### src/rtl/gcm_ghash_engine.sv
// Iterative GHASH multiplier for AES-GCM: Y <= (Y ^ X) * H in GF(2^128).
// Processes BITS_PER_CYCLE multiplier bits per clock, so one block takes 128/BITS_PER_CYCLE cycles.
module gcm_ghash_engine #(
    parameter int BITS_PER_CYCLE = 1
) (
    input  logic         clk,
    input  logic         rst,
    input  logic         init,
    input  logic [127:0] h_key,
    input  logic         blk_valid,
    input  logic [127:0] blk_data,
    output logic         blk_ready,
    output logic         busy,
    output logic [127:0] y_out,
    output logic         y_valid
);

    localparam int          L    = 128 / BITS_PER_CYCLE;
    localparam logic [6:0]  LAST = 7'(L - 1);
    localparam logic [127:0] R   = 128'hE1000000_00000000_00000000_00000000;

    typedef enum logic [0:0] {IDLE, MUL} state_t;

    state_t       state;
    logic [127:0] h_reg;
    logic [127:0] y_reg;
    logic [127:0] x_reg;
    logic [127:0] z_reg;
    logic [127:0] v_reg;
    logic [6:0]   cnt;

    logic [127:0] x_next;
    logic [127:0] z_next;
    logic [127:0] v_next;

    // X is shifted left each round so its MSB is always the next multiplier bit.
    always_comb begin
        x_next = x_reg;
        z_next = z_reg;
        v_next = v_reg;
        for (int j = 0; j < BITS_PER_CYCLE; j++) begin
            if (x_next[127]) begin
                z_next = z_next ^ v_next;
            end
            v_next = v_next[0] ? ((v_next >> 1) ^ R) : (v_next >> 1);
            x_next = {x_next[126:0], 1'b0};
        end
    end

    assign blk_ready = (state == IDLE) && !init;
    assign busy      = (state == MUL);
    assign y_out     = y_reg;

    always_ff @(posedge clk or posedge rst) begin
        if (rst) begin
            state   <= IDLE;
            h_reg   <= '0;
            y_reg   <= '0;
            x_reg   <= '0;
            z_reg   <= '0;
            v_reg   <= '0;
            cnt     <= '0;
            y_valid <= 1'b0;
        end else begin
            y_valid <= 1'b0;
            if (init) begin
                h_reg <= h_key;
                y_reg <= '0;
                state <= IDLE;
            end else begin
                case (state)
                    IDLE: begin
                        if (blk_valid) begin
                            x_reg <= y_reg ^ blk_data;
                            z_reg <= '0;
                            v_reg <= h_reg;
                            cnt   <= '0;
                            state <= MUL;
                        end
                    end
                    MUL: begin
                        x_reg <= x_next;
                        z_reg <= z_next;
                        v_reg <= v_next;
                        if (cnt == LAST) begin
                            y_reg   <= z_next;
                            y_valid <= 1'b1;
                            state   <= IDLE;
                        end else begin
                            cnt <= cnt + 7'd1;
                        end
                    end
                    default: state <= IDLE;
                endcase
            end
        end
    end

endmodule

### config.mk
export PLATFORM = sky130hd
export DESIGN_NAME = gcm_ghash_engine
export DESIGN_NICKNAME = d
export VERILOG_FILES = /design/src/rtl/gcm_ghash_engine.sv
export SDC_FILE = /design/constraint.sdc
export NUM_CORES = 2
export LEC_CHECK = 0
export ABC_AREA = 1
export CAP_MARGIN = 40
export CORE_MARGIN = 1.5
export CORE_UTILIZATION = 48
export DETAILED_ROUTE_END_ITERATION = 12
export PLACE_DENSITY = 0.74
export SETUP_SLACK_MARGIN = 0.3
export SLEW_MARGIN = 20
export SYNTH_ARGS = -nofsm -noshare
export SYNTH_HDL_FRONTEND = slang
export SYNTH_SLANG_ARGS = --single-unit
### constraint.sdc
create_clock -name clk -period 21.9 [get_ports clk]
set_input_delay 4.38 -clock clk [delete_from_list [all_inputs] [get_ports clk]]
set_output_delay 4.38 -clock clk [all_outputs]
set_load 0.03 [all_outputs]
Word level (Yosys, flattened, before mapping)
Cells that the tools add are included.

Bits in registers: 649. Input bits: 260. Output and inout bits: 131.

$add $sub $neg: 1. Eq/ne operators: 3. Multiplexer cells: 21. Bitwise logic cells: 5. Reductions and logical operators: 7.

Operators by type and width (number): $mux W128 (8); $pmux W128 S2 (3); $xor A128 B128 Y128 (2); $mux W7 (2); $pmux W7 S2 (1); $add A7 B1 Y7 const B (1); $eq A7 B7 Y1 const B (1); $mux W1 (6); $ne A2 B2 Y1 const B (2); $not A3 Y4 (1); $reduce_and A2 Y1 (2); $reduce_bool A2 Y1 (2); $reduce_and A3 Y1 (1); $not A1 Y1 (2); $pmux W1 S2 (1); $logic_and A1 B1 Y1 (1); $logic_not A1 Y1 (1).

Depth between registers and ports, before layout
Depth after elaboration: 5. Mapped depth: 9. Gate-level depth less buffers: 7.

Least setup slack after synthesis
Ideal clock, no wire load.

Path type: input -> output. Start: input init. End: output blk_ready. Data arrival time: 4.981 ns. Required time: 17.520 ns. Path slack: 12.539 ns. Stages: 2. Path through: buf_2 > nor2_1.

Word-level cells in the longest chain between the ends: 2.

Ends and longest elaborated chain: from (decl) (RTL line 8) `input logic init,`; $logic_not A1 Y1 (RTL line 50) `assign blk_ready = (state == IDLE) && !init;`; $logic_and A1 B1 Y1 (RTL line 50); to (decl) (RTL line 12) `output logic blk_ready,`.

No other way between the ends.

Final worst setup path
Ends and elaborated chain as after synthesis.

==> key figures <==
Timing
  • Final Max Slew Viols: 0
  • Setup TNS Final: 0 ps
  • Worst slew pin tran: 863 ps
  • RSZ-0062 raised after global routing: false
  • Min Clock Period, post-route: 10150 ps
  • Max frequency: 98.5 MHz
  • Worst-case clock skew: 20.6 ps
  • Final Cycle Share: a little under half
  • Max-slew headroom: between 40 and 50%
  • Final Hold Fails: 0
  • Final setup vio count: 0

Critical path
  • Slowest cell on crit path: clkdlybuf4s50_1
  • R2r worst-path depth: 7
  • Crit-path cells: buf_4 > nor2_1 > clkdlybuf4s50_1
  • Biggest cell delay along the critical path: about 640 ps
  • CP Class: primary input to output pin
  • CP Launch Type: primary input
  • R2r startpoint: busy$_DFF_PP0_
  • Reg2Reg Capture Point: v_reg[49]$_DFFE_PP0P_
  • Largest delay share family, worst path: buffers and inverters
  • Critical Path RT: 17520 ps
  • Crit path max fanout: 56
  • Buffers & Inverters on Critical Path: 2
  • Critical path data arrival time: 5770 ps
  • Crit. End Element: output pin
  • Reg-to-reg slack, setup: between 15000 and 20000 ps

Route
  • DR WL/cell: around 17 um
  • WL final: 73600 um
  • 1st-iter DRT viols: about 1800
  • Remaining DRCs: 0
  • Vias: 22600
  • Final ANT Viol Nets: 0
  • DRT Pass-1 Iters: 5
  • Via-to-Cell Ratio: 5.22

Die
  • Cell row count: 89
  • Die W: 247 um
  • Core area: 58900 sq um
  • Starting density of the core: between 40% and 50%
  • Io pins: 391
  • Die area: 61000 sq um
  • Die Ht: 247 um

Clock tree
  • Post-CTS Hold Fix Bufs: 0
  • Sink Count: roughly 650
  • Root Buffer: clkbuf_16
  • PostCTS Resize Cnt: 0
  • Setup Buffers After CTS: 0
  • H-tree levels: 3
  • Num CTS Buffers: ~70
  • Maximum clock path buffer count: 3
  • Clk_lat worst skew: 600 ps
  • TritonCTS clock tree: yes
  • Worst-path clk slew: 50 ps

GRT
  • Total gr overflow: 0
  • Global Route Usage Sum: between 20% and 30%
  • Largest net degree at the start of global routing: 188
  • First-pass GRT wire length: 120000 um
  • Vias in the first global route: about 22000
  • Initial antenna violation count: 15

Placement
  • Detailed placement HPWL: 46000 um
  • Gpl congestion: 0.802
  • Port bufs: 390

Power and ir drop
  • Clk pwr share: 37.3%
  • VDD IR-drop max: 0.0584 mV
  • Comb pwr share: 15.0%
  • Pleak: around 16 nW
  • Cell internal pwr: 2.23 mW
  • Switch Pwr: 0.837 mW
  • Sequential share of power: 47.8%
  • Switching share of power: 27.3%
  • P per Cell Area: between 80 and 90 nW/um^2

Synth
  • Async SR Flop Fraction: 100%
  • Post-Syn Nets: 3460
  • YS warnings: 0
  • Post-Syn Instances: 3199
  • Post-synth top flop: dfrtp_1
  • Netlist cell types: 27
  • Syn Area/Cell: approximately 8.9 sq um
  • Seq cells post-synth: 649
  • Seq/Total Area, Yosys: 56.9%
  • Post-synth EDFFs: 0
  • Area of the mapped netlist: about 29000 sq um

Finish
  • Area delta synth->final: 23.5%
  • Final design utilization: 59.9%
  • Fraction of layout cells with a size suffix above 1: under 10%
  • Nets: 3759

Worst hold path
  • Hold_sp: h_reg[44]$_DFFE_PP0P_
  • Hold Path Sink: h_reg[44]$_DFFE_PP0P_
  • Hold path cells: 2
  • Hold crit path type: flop to flop

Job
  • Max_cap viols: 0

Run status
  • Status: finished clean
-- cell families (layout without fill, tap and decap cells) --
logic type	Yosys count	count (layout)	synth area share, %
AO/OA/AOI/OAI	397	397	8.71
XOR/XNOR	260	260	7.98
adder cells (fa/ha/maj)	1	1	0.0438
buffers and inverters	339	683	5.34
flip-flops	649	649	56.9
other	0	15	0
AND/OR/NAND/NOR	1553	1553	21.1
-- how the worst max path moves through the flow --
stage          start  depth (start not counted)  slack, ps        endpoint
3_3_place_gp    init                          3      11730       blk_ready
6_report        init                          3      11750       blk_ready
3_5_place_dp    init                          3      11730       blk_ready
4_1_cts         init                          3      11720       blk_ready
2_1_floorplan    rst                          1       8650  busy$_DFF_PP0_
5_1_grt         init                          3      11660       blk_ready
-- placed cells by master, fill, tap and decap left out, drive strengths merged, types with 3 or more instances in the layout --
cell type         n
clkdlybuf4s50   389
clkinv           10
dfrtp           649
nor2            255
xor2            129
buf              38
o211ai          126
o221ai            4
nand2          1161
nand3           136
clkbuf          101
inv             141
o22ai           126
bufinv            3
diode            15
xnor2           131
o21ai           138
-- layout make-up --
type                    count  area [sq um]
diodes                     15          37.5
flip-flops and latches    649         16200
fillers                  5004         23600
multi-input cells        2211         10800
clock buffers             101          2040
well taps                 773           967
clock inverters            14           149
inverters                 141           556
repair buffers            427          4460
-- metrics by stage --
| stage | worst slack (ps) | instance area, sq um | power (mW) | instances | hold slack (ps) |
|---|---|---|---|---|---|
| after floorplan | 8650 | 28600 | 1.79 | 3199 | 442 |
| after global placement | 11730 | 32700 | 1.91 | 4185 | 454 |
| after detailed placement | 11730 | 33000 | 1.94 | 4197 | 458 |
| after CTS | 11720 | 35100 | 3.09 | 4312 | 473 |
| after global routing | 11660 | 35300 | 3.21 | 4330 | 485 |
| final | 11750 | 35300 | 3.07 | 4331 | 469 |
-- power by group through the flow --
stage               logic (mW)  clock network (mW)  registers, mW
finish                   0.460                1.14           1.46
detailed placement       0.459                   0           1.48
CTS                      0.463                1.16           1.46
global placement         0.437                   0           1.48
floorplan                0.342                   0           1.45
global route             0.525                1.21           1.48
-- worst reg2reg max path: stages, from the launching register on --
cell,delay (ps)
dfrtp_1,700
nor2_1,170
nand2_4,530
buf_4,540
buf_12,280
buf_4,740
o22ai_1,190
nor2_1,150
-- per-layer routing --
layer	GRT usage, %	wire (um)	part of all wire (%)
met5	0	9	0.012
met4	10.1	2250	3.1
met3	3.46	3560	4.8
met2	38.8	34600	47
met1	34.1	33200	45
-- synth_stat cells (30+ instances only) --
master    instances  share of area (%)
xnor2_1         131                4.0
nor2_1          253                3.3
o211ai_1        126                3.3
nand3_1         135                2.4
buf_2           102                1.8
inv_1           137                1.8
o21ai_0         107                1.9
o22ai_1         126                2.8
clkbuf_1         57               0.75
xor2_1          129                4.0
nand2_1        1161                 15
dfrtp_1         649                 57
o21ai_1          30               0.53
(Power assumes the default switching activity.)
